`config.mk`:
```
export PLATFORM = sky130hd
export DESIGN_NAME = mux_pipe_nt1
export DESIGN_NICKNAME = d
export VERILOG_FILES = /design/src/rtl/mips_mux_pkg.sv /design/src/rtl/mux_skid_buf.sv /design/src/rtl/mux_pipe_nt1.sv
export SDC_FILE = /design/constraint.sdc
export NUM_CORES = 1
export LEC_CHECK = 0
export BUFFER_PORTS_ARGS = -buffer_cell sky130_fd_sc_hd__buf_2
export CAP_MARGIN = 5
export CORE_UTILIZATION = 35
export DETAILED_ROUTE_END_ITERATION = 7
export PLACE_DENSITY = 0.75
export SLEW_MARGIN = 10
export SYNTH_ARGS = -nofsm -noshare
export SYNTH_HDL_FRONTEND = slang
export SYNTH_SLANG_ARGS = --single-unit
```
`constraint.sdc`:
```
create_clock -name clk -period 1.8 [get_ports clk]
set_input_delay 0.18 -clock clk [delete_from_list [all_inputs] [get_ports clk]]
set_output_delay 0.18 -clock clk [all_outputs]
set_load 0.01 [all_outputs]
```
`src/rtl/mips_mux_pkg.sv`:
```
// Shared constants and helpers for the datapath select muxes (register-destination, ALU-source, writeback).
// Lane slicing is a macro because the lane width is a parameter of each user.
`ifndef MIPS_MUX_PKG_SV
`define MIPS_MUX_PKG_SV

`define MIPS_MUX_LANE(bus, k, w) bus[(k)*(w) +: (w)]

package mips_mux_pkg;

    localparam int DEFAULT_WIDTH = 32;
    localparam int REGADDR_W     = 5;

    // Smallest r with 2**r >= n; callers guarantee n >= 2, so the result is at least 1.
    function automatic int clog2(input int n);
        int r;
        r = 0;
        while ((1 << r) < n) r++;
        return r;
    endfunction

endpackage

`endif

```
`src/rtl/mux_skid_buf.sv`:
```
// One-entry skid register (payload = selected lane + sel); push/pop in the same cycle as the request.
// Only compiled when MUX_PIPE_SKID_EN is defined; flush empties the entry.
`ifdef MUX_PIPE_SKID_EN
module mux_skid_buf #(
    parameter int PW = 8
) (
    input  logic          clk,
    input  logic          rst,
    input  logic          i_flush,
    input  logic          i_push,
    input  logic          i_pop,
    input  logic [PW-1:0] i_dat,
    output logic          o_vld,
    output logic [PW-1:0] o_dat
);

    logic          r_vld;
    logic [PW-1:0] r_dat;

    always_ff @(posedge clk) begin
        if (rst || i_flush) begin
            r_vld <= 1'b0;
        end else if (i_push) begin
            r_vld <= 1'b1;
        end else if (i_pop) begin
            r_vld <= 1'b0;
        end
    end

    // Payload is don't-care while empty, so it only needs a load enable.
    always_ff @(posedge clk) begin
        if (rst) begin
            r_dat <= '0;
        end else if (i_push && !i_flush) begin
            r_dat <= i_dat;
        end
    end

    assign o_vld = r_vld;
    assign o_dat = r_dat;

endmodule
`endif

```
`src/rtl/mux_pipe_nt1.sv`:
```
// N-lane registered select mux with valid/ready on both sides; 1-cycle latency, stall holds the output, flush kills it.
// MUX_PIPE_SKID_EN adds a 1-entry input skid so in_ready no longer depends on out_ready.
module mux_pipe_nt1
    import mips_mux_pkg::*;
#(
    parameter int  WIDTH = DEFAULT_WIDTH,
    parameter int  N     = 4,
    localparam int SEL_W = clog2(N)
) (
    input  logic               clk,
    input  logic               rst,
    input  logic [N*WIDTH-1:0] in_data,
    input  logic [SEL_W-1:0]   sel,
    input  logic               in_valid,
    output logic               in_ready,
    input  logic               flush,
    output logic [WIDTH-1:0]   out_data,
    output logic               out_valid,
    input  logic               out_ready,
    output logic               sel_err
);

    logic [WIDTH-1:0] r_out_data;
    logic             r_out_valid;
    logic             r_sel_err;

    logic [WIDTH-1:0] w_lane_dat;
    logic             w_in_oor;
    logic             w_out_free;
    logic             w_accept;
    logic             w_load;
    logic [WIDTH-1:0] w_src_dat;
    logic             w_src_oor;

    // Out-of-range selects fall through to zero.
    always_comb begin
        w_lane_dat = '0;
        for (int k = 0; k < N; k++) begin
            if (int'(sel) == k) w_lane_dat = `MIPS_MUX_LANE(in_data, k, WIDTH);
        end
    end

    assign w_in_oor   = int'(sel) >= N;
    assign w_out_free = !r_out_valid || out_ready;

`ifdef MUX_PIPE_SKID_EN
    logic                   w_skid_vld;
    logic [WIDTH+SEL_W-1:0] w_skid_pay;
    logic [WIDTH-1:0]       w_skid_dat;
    logic [SEL_W-1:0]       w_skid_sel;

    assign in_ready = !w_skid_vld && !rst;
    assign w_accept = in_valid && in_ready;

    mux_skid_buf #(
        .PW (WIDTH + SEL_W)
    ) u_skid (
        .clk     (clk),
        .rst     (rst),
        .i_flush (flush),
        .i_push  (w_accept && !w_out_free),
        .i_pop   (w_out_free),
        .i_dat   ({w_lane_dat, sel}),
        .o_vld   (w_skid_vld),
        .o_dat   (w_skid_pay)
    );

    assign w_skid_dat = w_skid_pay[WIDTH+SEL_W-1:SEL_W];
    assign w_skid_sel = w_skid_pay[SEL_W-1:0];

    // A held skid item always goes out before anything new; accept is impossible while it is held.
    assign w_load    = (w_skid_vld || w_accept) && w_out_free;
    assign w_src_dat = w_skid_vld ? w_skid_dat : w_lane_dat;
    assign w_src_oor = w_skid_vld ? (int'(w_skid_sel) >= N) : w_in_oor;
`else
    assign in_ready  = !rst && w_out_free;
    assign w_accept  = in_valid && in_ready;
    assign w_load    = w_accept;
    assign w_src_dat = w_lane_dat;
    assign w_src_oor = w_in_oor;
`endif

    always_ff @(posedge clk) begin
        if (rst) begin
            r_out_data  <= '0;
            r_out_valid <= 1'b0;
            r_sel_err   <= 1'b0;
        end else if (flush) begin
            // out_data keeps its old value; only the valid/err qualifiers drop.
            r_out_valid <= 1'b0;
            r_sel_err   <= 1'b0;
        end else if (w_load) begin
            r_out_data  <= w_src_dat;
            r_out_valid <= 1'b1;
            r_sel_err   <= w_src_oor;
        end else if (r_out_valid && out_ready) begin
            r_out_valid <= 1'b0;
            r_sel_err   <= 1'b0;
        end
    end

    assign out_data  = r_out_data;
    assign out_valid = r_out_valid;
    assign sel_err   = r_sel_err;

endmodule

```
Yosys cells after proc, flatten, opt, wreduce, memory -nomap -nowiden --
Index checks and enable logic that the tools add are counted.
Storage, ports and cells: bits in read-only memories 0, memories kept 0, output and inout bits 35, bits in writable memories 0, input bits 135, flip-flop bits (word level) 33, word-level logic and storage cells 22, latch bits 0
Operators by class: reductions and logical operators 10, multipliers 0, equality and inequality tests 3, muxes and demuxes 6, add/subtract/negate cells 0, bitwise gates (word level) 1, order comparisons 0, shift operators 0, divide/modulo/power cells 0
Operator list (count):
- two-way mux 32 bit | 4
- equality test 2 bit (second input constant) | 2
- logical AND 1 bit | 3
- equality test 2 x 1 -> 1 bit (second input constant) | 1
- logical NOT 1 bit | 2
- logical NOT 2 bit | 1
- two-way mux 1 bit | 2
- AND reduction 2 bit | 1
- nonzero test 2 bit | 1
- OR reduction 2 bit | 1
- logical OR 1 bit | 1
- NOT 1 bit | 1

Depth between registers and ports, before layout --
Gate-level depths: netlist (run 1).
word-level depth 5, mapped depth 4, gate-level depth less buffers 3

Least setup slack after synthesis (run 1) --
OpenSTA, ideal clock, no wires.
kind flip-flop to flip-flop, from register r_out_valid (netlist: out_valid), to register r_out_data[0] (netlist: out_data[0]), setup slack 536 ps, required time 1683 ps, stages on the path, launching flop included 5, arrival 1147 ps, cells stage by stage dfxtp_1 nor2b_1 o31a_1 buf_2 a22o_1
Between the ends: cells in the longest elaborated chain, start to end 5
RTL lines:
- from (decl) | RTL line mux_pipe_nt1.sv:24 | logic r_out_valid;
- from (signal assigned) | RTL line mux_pipe_nt1.sv:86 | r_out_valid <= 1'b0;
- from (signal assigned) | RTL line mux_pipe_nt1.sv:90 | r_out_valid <= 1'b0;
- from (signal assigned) | RTL line mux_pipe_nt1.sv:94 | r_out_valid <= 1'b1;
- logical NOT 1 bit | RTL line mux_pipe_nt1.sv:44 | assign w_out_free = !r_out_valid || out_ready;
- logical OR 1 bit | RTL line mux_pipe_nt1.sv:44
- logical AND 1 bit | RTL line mux_pipe_nt1.sv:76 | assign in_ready = !rst && w_out_free;
- logical AND 1 bit | RTL line mux_pipe_nt1.sv:77 | assign w_accept = in_valid && in_ready;
- AND reduction 2 bit (no source line)
- to (signal assigned) | RTL line mux_pipe_nt1.sv:93 | r_out_data <= w_src_dat;
- to (decl) | RTL line mux_pipe_nt1.sv:23 | logic [WIDTH-1:0] r_out_data;
No other way between the ends. A chain may end at the register's enable or synchronous reset.

Worst setup path in the final report (run 1) --
from register r_out_valid (netlist: out_valid), to register r_out_data[4] (netlist: out_data[4])
The elaborated chain is that of the path after synthesis.

==> results.py, run 1 <==
metrics = {
    "worst_setup_path": {
        "reg2reg_from": "out_valid",
        "crit_end": "out_data[4]",
        "crit_required_ns": 2.01,
        "crit_start": "out_valid",
        "cp_max_fo": 19,
        "critPathLaunchType": "register",
        "worst_setup_path_end_kind": "register",
        "cp_data_arrival_time_ns": 1.81,
        "crit_type": "reg2reg",
        "reg2reg_slack_ns": 0.21,
        "crit_slowest_cell": "nor4_4",
        "slowest_delay_ns": 0.54,
        "ff2ff_path_depth": 4,
        "rr_endpoint": "out_data[4]",
        "path_cells": "nor2b_1, nor4_4, buf_4, a22o_1",
    },
    "route": {
        "wire_per_inst_um": 15.68,
        "firstDrtPassIters": 4,
        "drt_iter0_drc": 61,
        "viasPerCell": 5.099,
        "via_count": 1810,
        "drc": 0,
        "ant_nets": 0,
        "routed_wl_um": 5568,
    },
    "die": {
        "die_area_um2": 5475,
        "initial_utilization": 0.3742,
        "fp.dieH_um": 74.00,
        "die_w_um": 74.00,
        "core_um2": 4848,
        "std_cell_rows": 25,
        "io_pins": 170,
    },
    "clocking": {
        "hold_buffers": 0,
        "cts_resized": 0,
        "clkTransAtPathRegs_ns": 0.07,
        "root_buffer": "clkbuf_8",
        "clk_latency_ns": 0.27,
        "htreeDepth": 2,
        "cts_tree": "built",
        "cts_sinks": 33,
        "ctsLongestPathBuffers": 2,
        "cts-buffers-inserted": 5,
        "post_cts_buffers": 0,
    },
    "final_layout": {
        "syn_to_final_growth_pct": 55.03,
        "nets": 424,
        "drive_gt1_frac": 0.7396,
        "diodes": 0,
        "utilization": 0.5801,
    },
    "synth": {
        "yosysSeqAreaShare": 0.3641,
        "synth_fp_nets": 255,
        "netlist_instances": 120,
        "synthesis.area_um2": 1814,
        "synth_area_leaders": "mux4_2, dfxtp_1, a22o_1",
        "syn_area_per_cell_um2": 15.12,
        "synthArstFlopShare": 0,
        "synth_edf_count": 0,
        "ys_seq_elements": 33,
        "yosysWarnings": 0,
        "ys_types": 15,
        "synth_top_area_cell": "mux4_2",
        "synth_common_cells": "dfxtp_1, a22o_1, mux4_2",
        "synth_most_common_cell": "dfxtp_1",
        "synth_top_area_frac": 0.3724,
        "ys.flop_type": "dfxtp_1",
    },
    "sta": {
        "fin_tns_setup_ns": 0,
        "max_freq_mhz": 627.0,
        "max_slew_margin": 0.5247,
        "fin_skew_ns": 0.009081,
        "rsz0062_at_grt": "false",
        "whs_ns": 0.1292,
        "worst_pin_slew_ns": 0.7077,
        "finalSetupViolCount": 0,
        "min_period_ns": 1.595,
        "layout_setup_ws_ns": 0.2051,
        "slew_violations": 0,
        "final-hold-violation-count": 0,
        "fin_crit_sh": 0.8860,
    },
    "global_route": {
        "grt_pass1_wl_um": 8473,
        "antenna_found_initial": 0,
        "grt_use_total": 0.2110,
        "grt_pass1_vias": 1846,
        "globalRouteOverflowTotal": 0,
        "grt_max_degree": 20,
    },
    "worst_hold_path": {
        "hp-class": "in2reg",
    },
    "power": {
        "p_leak_nw": 1.412,
        "ir_drop_v": 0.0002978,
        "p_total_mw": 1.754,
        "clockPowerShare": 0.279,
        "p_per_area_nw_per_um2": 623.6,
        "switching_share": 0.2483,
        "p_switching_mw": 0.4355,
        "p_int_mw": 1.318,
        "seqPwrFrac": 0.454,
        "power_frac_comb": 0.268,
    },
    "placement": {
        "dp_slack_ns": 0.1973,
        "place.gp.congestion": 0.7557,
        "portBuffers": 168,
        "dp_hpwl_um": 4624,
    },
    "run_status": {
        "status": "finished, final reports clean",
    },
    "job": {
        "maxCapViolations": 0,
    },
}
cell families (layout without fill, tap and decap cells):
logic type	after synthesis	after routing	share of synthesized area
other cells	1	1	0.002067
buf+inv	16	184	0.05586
flops	33	33	0.3641
mux	32	32	0.4014
simple gates	5	5	0.01724
compound gates	33	33	0.1593
critical path: cells and delay by family (launching register included):
kind            cells  cell delay [ns]
compound gates      1             0.16
buf+inv             1             0.36
simple gates        2             0.70
flops               1             0.31
flip-flops by register name (all words and copies together) (netlist names):
signal     cells
out_data      32
out_valid      1
placed cells by master (no fill, tap or decap):
cell type | synthesis | layout
clkinv_2 | 0 | 1
buf_2 | 6 | 168
inv_1 | 2 | 2
nor2b_1 | 1 | 1
nor4_4 | 0 | 1
a22o_1 | 32 | 32
nor3_1 | 1 | 1
mux4_1 | 2 | 2
o31a_1 | 1 | 1
buf_4 | 1 | 6
nor2_1 | 2 | 2
conb_1 | 1 | 1
dfxtp_1 | 33 | 33
clkbuf_8 | 0 | 5
buf_12 | 0 | 2
mux4_2 | 30 | 30
area by class of cell:
| type | count | area, um^2 |
|---|---|---|
| Clock inverter | 1 | 5.005 |
| Fill cell | 405 | 2036 |
| Timing Repair Buffer | 176 | 925.9 |
| Tap cell | 67 | 83.83 |
| Sequential cell | 33 | 660.6 |
| Inverter | 2 | 7.507 |
| Clock buffer | 5 | 68.82 |
| Multi-Input combinational cell | 71 | 1061 |
per-layer routing:
metal  GRT usage  up-vias  share of wire
li1            -      848              -
met1      0.2216      862           0.36
met2      0.4040       91           0.56
met3     0.04743        9          0.065
met4     0.08333        0          0.014
met5           0        -              0
worst min-delay path by stage:
stage	from	endpoint	slack, ns	depth (start not counted)
floorplan	flush	out_valid	0.26	1
detailed placement	flush	out_valid	0.42	2
finish	flush	out_valid	0.13	2
CTS	flush	out_valid	0.12	2
global placement	flush	out_valid	0.42	2
global route	flush	out_valid	0.14	2
power by group through the flow:
stage | combinational, mW | clock, mW | sequential, mW
floorplan | 0.227 | 0 | 0.831
global placement | 0.458 | 0 | 0.811
detailed placement | 0.474 | 0 | 0.812
CTS | 0.475 | 0.506 | 0.796
global route | 0.508 | 0.540 | 0.800
finish | 0.470 | 0.489 | 0.796
stage by stage:
stage	std cells	cell area, um^2
6_report	355	2813
5_1_grt	355	2813
4_1_cts	355	2813
3_5_place_dp	349	2739
3_3_place_gp	349	2739
2_1_floorplan	120	1814
Note: power is estimated with default switching activity, not from simulation.
==> run 2, diff against run 1 <==
BUFFER_PORTS_ARGS = -buffer_cell sky130_fd_sc_hd__clkbuf_2   (was -buffer_cell sky130_fd_sc_hd__buf_2)
==> run 2 against run 1 <==
  * Register-to-register slack barely moved
  * Worst hold slack improved by 0.0020 ns
  * Non-clock buffer count fell by 1
  * Core utilization rose by 0.18 points
  * Combinational power fell by 1%
  * Count of clock-buffer cells in the layout rose by 1
  * Highest routed layer unchanged
==> results.py, run 2 (synthesis results as in run 1) <==
metrics = {
    "route": {
        "via_count": 1790,
        "firstDrtPassIters": 4,
        "routed_wl_um": 5225,
        "drt_iter0_drc": 62,
        "drc": 0,
        "viasPerCell": 5.042,
        "wire_per_inst_um": 14.72,
        "ant_nets": 0,
    },
    "sta": {
        "max_freq_mhz": 623.2,
        "fin_skew_ns": 0.009777,
        "worst_pin_slew_ns": 0.7064,
        "fin_crit_sh": 0.8915,
        "whs_ns": 0.1312,
        "max_slew_margin": 0.5255,
        "fin_tns_setup_ns": 0,
        "min_period_ns": 1.605,
        "slew_violations": 0,
        "finalSetupViolCount": 0,
        "rsz0062_at_grt": "false",
        "final-hold-violation-count": 0,
    },
    "worst_setup_path": {
        "crit_required_ns": 2.02,
        "reg2reg_slack_ns": 0.20,
        "critPathLaunchType": "register",
        "cp_max_fo": 19,
        "ff2ff_path_depth": 4,
        "rr_endpoint": "out_data[0]",
        "reg2reg_from": "out_valid",
        "crit_type": "reg2reg",
        "worst_setup_path_end_kind": "register",
        "cp_data_arrival_time_ns": 1.82,
    },
    "power": {
        "p_leak_nw": 1.416,
        "p_per_area_nw_per_um2": 640.0,
        "ir_drop_v": 0.0002902,
    },
    "final_layout": {
        "largest_reg_flops": 32,
        "regArea_um2": 660.6,
        "final_cell_mix": "clkbuf_2, dfxtp_1, a22o_1, mux4_2, clkbuf_8",
        "multi_input_area_um2": 1061,
        "nets": 423,
        "layout_commonest_cell": "clkbuf_2",
        "syn_to_final_growth_pct": 55.52,
        "nFillCells": 417,
        "drive_gt1_frac": 0.7396,
        "diodes": 0,
    },
    "clocking": {
        "post_cts_buffers": 0,
        "cts_tree": "built",
        "cts_resized": 0,
        "hold_buffers": 0,
        "root_buffer": "clkbuf_8",
        "cts-buffers-inserted": 5,
        "cts_sinks": 33,
        "clkTransAtPathRegs_ns": 0.07,
        "htreeDepth": 2,
        "ctsLongestPathBuffers": 2,
        "clk_latency_ns": 0.27,
    },
    "worst_hold_path": {
        "hp-start": "flush",
        "whs_endpoint": "out_valid",
        "holdPathStages": 2,
        "hp-class": "in2reg",
    },
    "placement": {
        "portBuffers": 168,
        "place.gp.congestion": 0.7645,
        "dp_hpwl_um": 4428,
    },
    "die": {
        "fp.dieH_um": 74.00,
        "std_cell_rows": 25,
        "core_um2": 4848,
        "die_area_um2": 5475,
        "initial_utilization": 0.3742,
        "io_pins": 170,
        "die_w_um": 74.00,
    },
    "global_route": {
        "grt_pass1_wl_um": 8045,
        "grt_use_total": 0.1988,
        "grt_pass1_vias": 1737,
        "antenna_found_initial": 0,
        "globalRouteOverflowTotal": 0,
        "grt_max_degree": 20,
    },
    "job": {
        "maxCapViolations": 0,
    },
    "run_status": {
        "status": "finished, final reports clean",
    },
}
## run 2: cell types whose count changed in the layout (fill, tap and decap cells not counted)
cell,before,now
buf_2,168,0
buf_4,6,5
clkbuf_2,0,168
clkbuf_8,5,6
clkinv_2,1,0
clkinvlp_4,0,1
## run 2: report_power, final
part / internal, mW / switching (mW)
clock: 0.302 / 0.244
sequential: 0.774 / 0.0229
combinational: 0.290 / 0.173
## run 2: routing by layer
layer  vias to the layer above  part of all wire  GRT usage
li1                        852                 -          -
met3                         4             0.063    0.05420
met5                         -                 0          0
met4                         0            0.0077    0.06838
met2                        81              0.55     0.3626
met1                       853              0.38     0.2224
## run 2: metrics by stage
stage / cells / utilization / total power [mW] / area, um^2 / worst slack [ns]
floorplan: 120 / - / 1.058 / 1814 / 0.5357
finish: 355 / 0.5819 / 1.806 / 2821 / 0.1954
detailed placement: 348 / 0.5634 / 1.283 / 2731 / 0.1745
global route: 355 / 0.5819 / 1.915 / 2821 / 0.02658
CTS: 355 / 0.5819 / 1.840 / 2821 / 0.1686
global placement: 348 / 0.5634 / 1.269 / 2731 / 0.2218
## run 2: area by class of cell
type,count,share of cell area
Clock buffer,6,0.02927
Clock inverter,1,0.002661
Inverter,2,0.002661
Multi-Input combinational cell,71,0.3761
Sequential cell,33,0.2341
Tap cell,67,0.02971
Timing Repair Buffer,175,0.3255
## run 2: worst max-delay path by stage
stage | startpoint | to | slack, ns
finish | out_valid | out_data[0] | 0.20
global route | out_valid | out_data[1] | 0.03
CTS | out_valid | out_data[6] | 0.17
detailed placement | out_valid | out_data[12] | 0.17
global placement | out_valid | out_data[12] | 0.22
floorplan | out_valid | out_data[0] | 0.54
## run 2: worst max-delay path: stages (launching register included)
cell,delay (ns)
dfxtp_1,0.30
nor2b_1,0.18
nor4_4,0.54
buf_4,0.36
a22o_1,0.16
